===== config.mk =====
export PLATFORM = sky130hd
export DESIGN_NAME = seq_pattern_tx
export DESIGN_NICKNAME = d
export VERILOG_FILES = /design/src/rtl/seq_link_pkg.sv /design/src/rtl/seq_tx_bitcnt.sv /design/src/rtl/seq_pattern_tx.sv
export SDC_FILE = /design/constraint.sdc
export NUM_CORES = 1
export LEC_CHECK = 0
export ABC_AREA = 1
export BUFFER_PORTS_ARGS = -buffer_cell sky130_fd_sc_hd__buf_4
export CORE_MARGIN = 10
export CORE_UTILIZATION = 53
export CTS_CLUSTER_DIAMETER = 50
export DETAILED_ROUTE_END_ITERATION = 12
export PLACE_DENSITY_LB_ADDON = 0.05
export SLEW_MARGIN = 20
export SYNTH_ARGS = -nofsm -noshare
export SYNTH_HDL_FRONTEND = slang
export SYNTH_SLANG_ARGS = --single-unit

===== constraint.sdc =====
create_clock -name clk -period 1.6 [get_ports clk]
set_input_delay 0.08 -clock clk [delete_from_list [all_inputs] [get_ports clk]]
set_output_delay 0.08 -clock clk [all_outputs]
set_load 0.005 [all_outputs]

===== src/rtl/seq_link_pkg.sv =====
// Shared definitions for the serial bit-stream link (transmitter and detector).
package seq_link_pkg;

  typedef enum logic [1:0] {
    ST_IDLE = 2'd0,
    ST_PRE  = 2'd1,
    ST_DATA = 2'd2,
    ST_GAP  = 2'd3
  } tx_state_e;

  localparam logic [3:0] SYNC_PATTERN = 4'b1101;
  localparam int         SYNC_LEN     = 4;

  // Counter must hold the longest phase: payload, gap or sync marker.
  function automatic int cnt_width(input int w, input int g);
    int m;
    m = w;
    if (g > m) m = g;
    if (SYNC_LEN > m) m = SYNC_LEN;
    return $clog2(m + 1);
  endfunction

endpackage


===== src/rtl/seq_tx_bitcnt.sv =====
// Loadable down counter with zero flag; saturates at zero instead of wrapping.
module seq_tx_bitcnt #(
  parameter int CW = 4
) (
  input  logic          clk,
  input  logic          rst,
  input  logic          ld,
  input  logic [CW-1:0] ld_val,
  input  logic          dec,
  output logic [CW-1:0] cnt_nxt,
  output logic          zero
);

  logic [CW-1:0] cnt_q, cnt_d;

  always_comb begin
    cnt_d = cnt_q;
    if (ld)
      cnt_d = ld_val;
    else if (dec && (cnt_q != '0))
      cnt_d = cnt_q - 1'b1;
  end

  always_ff @(posedge clk) begin
    if (rst) cnt_q <= '0;
    else     cnt_q <= cnt_d;
  end

  assign cnt_nxt = cnt_d;
  assign zero    = (cnt_q == '0);

endmodule


===== src/rtl/seq_pattern_tx.sv =====
// Serial frame transmitter: shifts words out MSB-first with optional idle gap bits.
// Define SEQ_TX_PREAMBLE_EN to prefix every frame with the SYNC_PATTERN marker.
module seq_pattern_tx
  import seq_link_pkg::*;
#(
  parameter int WIDTH    = 8,
  parameter int GAP_BITS = 1
) (
  input  logic             clk,
  input  logic             rst,
  input  logic [WIDTH-1:0] in_data,
  input  logic             in_valid,
  output logic             in_ready,
  output logic             dout,
  output logic             dout_valid,
  output logic             busy,
  output logic             frame_done
);

  localparam int CW     = cnt_width(WIDTH, GAP_BITS);
  localparam bit NO_GAP = (GAP_BITS == 0);

  tx_state_e        state_q, state_d;
  logic [WIDTH-1:0] sh_q, sh_d;
  logic             dout_q, dout_d;
  logic             dout_valid_q, dout_valid_d;
  logic             busy_q, busy_d;
  logic             frame_done_q, frame_done_d;
  logic             cnt_ld, cnt_dec, cnt_zero;
  logic [CW-1:0]    cnt_ld_val, cnt_nxt;
  logic             hs;

  seq_tx_bitcnt #(.CW(CW)) u_bitcnt (
    .clk     (clk),
    .rst     (rst),
    .ld      (cnt_ld),
    .ld_val  (cnt_ld_val),
    .dec     (cnt_dec),
    .cnt_nxt (cnt_nxt),
    .zero    (cnt_zero)
  );

  // Ready in idle and on the last cycle of a frame, so frames can abut.
  assign in_ready = !rst && ((state_q == ST_IDLE) ||
                             (cnt_zero && ((state_q == ST_GAP) ||
                                           (NO_GAP && (state_q == ST_DATA)))));
  assign hs = in_valid && in_ready;

  always_comb begin
    state_d      = state_q;
    sh_d         = sh_q;
    dout_d       = 1'b0;
    dout_valid_d = 1'b0;
    cnt_ld       = 1'b0;
    cnt_ld_val   = '0;
    cnt_dec      = 1'b0;

    case (state_q)
`ifdef SEQ_TX_PREAMBLE_EN
      ST_PRE: begin
        dout_valid_d = 1'b1;
        if (!cnt_zero) begin
          cnt_dec = 1'b1;
          dout_d  = SYNC_PATTERN[cnt_nxt[1:0]];
        end else begin
          state_d    = ST_DATA;
          cnt_ld     = 1'b1;
          cnt_ld_val = CW'(WIDTH - 1);
          dout_d     = sh_q[WIDTH-1];
          sh_d       = sh_q << 1;
        end
      end
`endif
      ST_DATA: begin
        if (!cnt_zero) begin
          cnt_dec      = 1'b1;
          dout_valid_d = 1'b1;
          dout_d       = sh_q[WIDTH-1];
          sh_d         = sh_q << 1;
        end else if (!NO_GAP) begin
          state_d    = ST_GAP;
          cnt_ld     = 1'b1;
          cnt_ld_val = CW'(GAP_BITS - 1);
        end else begin
          state_d = ST_IDLE;
        end
      end
      ST_GAP: begin
        if (!cnt_zero) cnt_dec = 1'b1;
        else           state_d = ST_IDLE;
      end
      default: ;
    endcase

    // A handshake only happens in idle or on a frame's final cycle, so it overrides.
    if (hs) begin
      cnt_ld       = 1'b1;
      dout_valid_d = 1'b1;
`ifdef SEQ_TX_PREAMBLE_EN
      state_d    = ST_PRE;
      cnt_ld_val = CW'(SYNC_LEN - 1);
      dout_d     = SYNC_PATTERN[SYNC_LEN-1];
      sh_d       = in_data;
`else
      state_d    = ST_DATA;
      cnt_ld_val = CW'(WIDTH - 1);
      dout_d     = in_data[WIDTH-1];
      sh_d       = in_data << 1;
`endif
    end

    busy_d       = (state_d != ST_IDLE);
    frame_done_d = (state_d == ST_DATA) && (cnt_nxt == '0);
  end

  always_ff @(posedge clk) begin
    if (rst) begin
      state_q      <= ST_IDLE;
      sh_q         <= '0;
      dout_q       <= 1'b0;
      dout_valid_q <= 1'b0;
      busy_q       <= 1'b0;
      frame_done_q <= 1'b0;
    end else begin
      state_q      <= state_d;
      sh_q         <= sh_d;
      dout_q       <= dout_d;
      dout_valid_q <= dout_valid_d;
      busy_q       <= busy_d;
      frame_done_q <= frame_done_d;
    end
  end

  assign dout       = dout_q;
  assign dout_valid = dout_valid_q;
  assign busy       = busy_q;
  assign frame_done = frame_done_q;

endmodule

; Yosys cells after proc, flatten, opt, wreduce, memory -nomap -nowiden
; Index checks and enable logic that the tools add are counted.
[classes]
add_sub_neg = 1
multipliers = 0
div_mod_pow = 0
magnitude_cmp = 0
n_eq_ne = 4
shifts = 0
n_mux = 20
bitwise_logic = 0
n_reduce_logical = 15
[op_table]
columns = operator, count
row1 = 8-bit 2-to-1 mux, 3
row2 = 1-bit 2-to-1 mux, 10
row3 = 4-bit zero test, 2
row4 = 4-bit 2-to-1 mux, 2
row5 = "2-bit equality test, second input constant", 3
row6 = 2-bit 2-to-1 mux, 3
row7 = 1-bit logical AND, 5
row8 = 2-bit case mux with 2 select lines, 1
row9 = 2-bit nonzero test, 2
row10 = 4-bit nonzero test, 1
row11 = "4-bit by 1-bit subtractor with 4-bit output, second input constant", 1
row12 = 3-bit 2-to-1 mux, 1
row13 = 2-bit zero test, 1
row14 = "2-bit by 1-bit != test with 1-bit output, second input constant", 1
row15 = 2-bit AND reduction, 1
row16 = 2-bit OR reduction, 1
row17 = 1-bit zero test, 1
row18 = 1-bit logical OR, 1
[word_totals]
ff_bits = 17
latch_bits = 0
ram_bits = 0
mem_bits_ro = 0
in_bits = 11
out_inout_bits = 5
word_cells = 47
mem_count = 0

; Depth between registers and ports, before layout
[logic_depth]
depth_word = 9
ltp_mapped = 10
mapped_depth_nobuf = 10

; Cells and area by module
; Synthesis repeated with hierarchy kept, for this count alone.
[hier_totals]
cells_unflattened = 137
area_unflattened_um2 = 982.2
[modules_own_cells]
columns = module, instances, cells_per_inst, area_each_um2, seq_area_each_um2
row1 = seq_pattern_tx, 1, 92, 648.1, 260.2
row2 = seq_tx_bitcnt, 1, 45, 334.1, 80.1

; Worst setup path after synthesis
; Ideal clock, no wire load.
[synth_timing]
kind = register to register
startpoint = register u_bitcnt.cnt_q[0]
endpoint = register sh_q[2]
setup_ps = 132
t_arrival_ps = 1261
required_ps = 1468
slack_ps = 207
path_stages_with_launch = 9
n_path_buf = 1
period_less_slack_ps = 1393
cell_sequence = dfxtp_1 -> inv_1 -> ha_1 -> nand3_2 -> nand2_4 -> nand3_4 -> buf_6 -> nand3_1 -> a21oi_1
[synth_via]
elab_chain_len = 7
word_cells_on_any_way = 9
cone_classes = 1 x eq/ne / 1 x mux / 7 x reduce/logical
[synth_rtl]
columns = element, line
row1 = from (decl), seq_tx_bitcnt.sv:14  ; logic [CW-1:0] cnt_q, cnt_d;
row2 = from (signal assigned), seq_tx_bitcnt.sv:26  ; else cnt_q <= cnt_d;
row3 = 4-bit zero test *, seq_tx_bitcnt.sv:30  ; assign zero = (cnt_q == '0);
row4 = 1-bit logical AND, seq_pattern_tx.sv:45  ; (cnt_zero && ((state_q == ST_GAP) ||
row5 = 1-bit logical OR, seq_pattern_tx.sv:44  ; assign in_ready = !rst && ((state_q == ST_IDLE) ||
row6 = 1-bit logical AND, seq_pattern_tx.sv:44
row7 = 1-bit logical AND, seq_pattern_tx.sv:47  ; assign hs = in_valid && in_ready;
row8 = 2-bit by 1-bit != test with 1-bit output (no line) or 2-bit nonzero test (tied branches), --
row9 = 2-bit AND reduction (no line), --
row10 = to (signal assigned), seq_pattern_tx.sv:119  ; sh_q <= '0;
row11 = to (signal assigned), seq_pattern_tx.sv:126  ; sh_q <= sh_d;
row12 = to (decl), seq_pattern_tx.sv:24  ; logic [WIDTH-1:0] sh_q, sh_d;
; Mark *: on every way between the ends. The rest lies on a longest branch, timed or not.
; A chain may end at the register's enable or synchronous reset.

; Final worst setup path
[layout_timing]
startpoint = register u_bitcnt.cnt_q[0]
endpoint = output in_ready
[layout_via]
elab_chain_len = 4
[layout_rtl]
columns = element, line
row1 = 4-bit zero test, seq_tx_bitcnt.sv:30
row2 = 1-bit logical AND, seq_pattern_tx.sv:45
row3 = 1-bit logical OR, seq_pattern_tx.sv:44
row4 = 1-bit logical AND, seq_pattern_tx.sv:44
row5 = to (decl), seq_pattern_tx.sv:13  ; output logic in_ready,
; Every way passes these cells.

==> run metrics <==
status completed; initial core utilization 0.583; P_leak 0.515 nW; hold_buf cts 0; Post-Syn Nets 143; sequential cell fraction of total power 0.494; CP endpoint kind output port; DRT Pass-1 Iters 4; Slew headroom 0.810; Tcrit/Tclk final 0.932; Crit Path Class reg2out; Fin Clk Skew 0.0103 ns; ys flop type dfxtp_1; syn_area_per_cell 6.94 um2; vias per cell 5.46; Seq/Total Area, Yosys 0.374; CTS tree done; Layout Nets 160; Psw 0.331 mW; Power Internal 0.671 mW; Clk pwr share 0.228; diode count 0; Gate power share 0.278; Fillers 148; first-pass GRT wire length 3250 um; ys async rst share 0; synthesized area 910 um2; #FFs+latches synth 17; initial DRC count 24; Overall Global Routing Usage 0.112; CTS Buf Count 3; initial antenna violation count 0; Skew-Pair Late Insertion Delay 0.29 ns; crit path max fanout 6; share of cells above drive strength 1 0.259; CTS Sinks 17; routed len/inst 12.3 um; design area 0.00108 mm2; Synth cell types 21; pwr dens 930 mW/mm2; Crit path required time 1.52 ns; Least-Margin Pin Slew 0.284 ns; Die Wd 61.4 um; Tmin final 1.49 ns; port bufs 15; H-Tree Depth 1; EDFF count, synth 0; DP HPWL 1410 um; Routed Wire Length 2000 um; Core Box Area 0.00156 mm2; synth warn 0; Max rail drop VDD 0.000586 V; CTS Root Cell clkbuf_4; # IOs 16; DRC Markers 0; largest net degree at the start of global routing 18; Setup TNS Final 0 ns; Die ar. 0.00377 mm2; Max Root-Sink Buffers 2; sw frac 0.330; via count 890; remaining global-route overflow 0; Max Clock Freq 670 MHz; arrival time at the worst endpoint 1.41 ns; Placed Area 0.00101 mm2; setup bufs post-CTS 0; vias in the first global route 742; final setup fails 0; DRT antenna net count 0; CP Launch Type flop; CTS clk-pin slew, worst paths 0.11 ns; Std-Cell Rows 14; Max Cap Violations 0; Area Overhead vs Synth 18.4%; pins over their slew limit 0; Routability Congestion 0.813; post-synthesis cell count 131; chip height 61.4 um; Fin. Hold Viols 0; Hold Crit Class in2reg
==> state kept, by name (all words and copies together) (netlist names) <==
name	flops
dout	1
sh_q	7
u_bitcnt.cnt_q	4
dout_valid	1
state_q	2
frame_done	1
busy	1
==> what timing repair did <==
| action | in CTS | in global routing |
|---|---|---|
| resized for setup | 2 | 3 |
| endpoints found under the setup margin | 2 | 9 |
| gates cloned | 0 | 1 |
| pin swaps | 0 | 1 |
==> placed cells by master (no fill, tap or decap), types with 2 or more instances in the layout <==
master | netlist | final
nand3_1 | 14 | 14
nand2_1 | 38 | 38
nor2_4 | 2 | 2
inv_1 | 15 | 15
inv_2 | 3 | 3
dfxtp_1 | 17 | 16
nand4_1 | 8 | 8
clkbuf_4 | 0 | 3
nand3_2 | 2 | 3
nor2_1 | 6 | 6
a21oi_1 | 12 | 11
nand2_2 | 4 | 4
buf_4 | 1 | 15
==> per-stage QoR <==
stage | setup slack, ns | hold WS (ns) | util | total power [mW] | instances
2_1_floorplan | 0.207 | 0.149 | - | 0.689 | 131
3_3_place_gp | 0.0815 | 0.368 | 0.651 | 0.755 | 158
6_report | 0.108 | 0.0550 | 0.691 | 1.00 | 163
4_1_cts | 0.0413 | 0.0600 | 0.673 | 0.986 | 162
3_5_place_dp | 0.0566 | 0.368 | 0.651 | 0.759 | 158
5_1_grt | -0.00266 | 0.0586 | 0.691 | 1.07 | 163
==> critical path: stages (launching register included) <==
cell	delay, ns
dfxtp_1	0.32
inv_1	0.14
ha_4	0.21
nand3_2	0.15
a21oi_4	0.18
buf_4	0.13
==> kinds of logic after synthesis <==
family,share of synthesized area
flops,0.374
compound gates,0.0812
fa+ha+maj,0.0138
buf+inv,0.111
simple gates,0.420
==> cell usage after synthesis (2+ instances only) <==
library cell	count	area share
nor2_4	2	0.025
nor2_1	6	0.025
nand3_1	14	0.077
dfxtp_1	17	0.37
nand4_1	8	0.055
inv_1	15	0.062
nand2_1	38	0.16
nand3_2	2	0.022
inv_2	3	0.012
a21oi_1	12	0.066
nand2_2	4	0.028
==> cell type report <==
type	count	area, um2	share of cell area
Clock buffer	3	22.5	0.0209
Tap cell	16	20.0	0.0186
Clock inverter	1	5.00	0.00465
Timing Repair Buffer	15	113	0.105
Sequential cell	17	342	0.317
Inverter	19	73.8	0.0685
Multi-Input combinational cell	92	502	0.466
==> final timing paths <==
| check | from | end | slack (ns) | depth (start not counted) |
|---|---|---|---|---|
| worst max-delay path | u_bitcnt.cnt_q[0] | in_ready | 0.11 | 5 |
| worst min-delay path | in_data[0] | sh_q[1] | 0.05 | 3 |
| worst max register to register | u_bitcnt.cnt_q[0] | sh_q[3] | 0.13 | 7 |
| worst min register to register | sh_q[1] | sh_q[1] | 0.47 | 2 |
==> power groups by stage <==
| stage | combinational (mW) | clock [mW] | sequential [mW] |
|---|---|---|---|
| after detailed placement | 0.257 | 0 | 0.502 |
| after global routing | 0.318 | 0.254 | 0.500 |
| after global placement | 0.253 | 0 | 0.502 |
| after CTS | 0.264 | 0.229 | 0.493 |
| after floorplan | 0.196 | 0 | 0.493 |
| final | 0.279 | 0.228 | 0.495 |
==> metal layers <==
layer,GRT usage,share of wire,up-vias
met5,0,0,-
met4,0.0287,0.015,0
met3,0.0370,0.059,4
met2,0.163,0.46,26
met1,0.156,0.47,398
li1,-,-,462
Note: power is estimated with default switching activity, not from simulation.
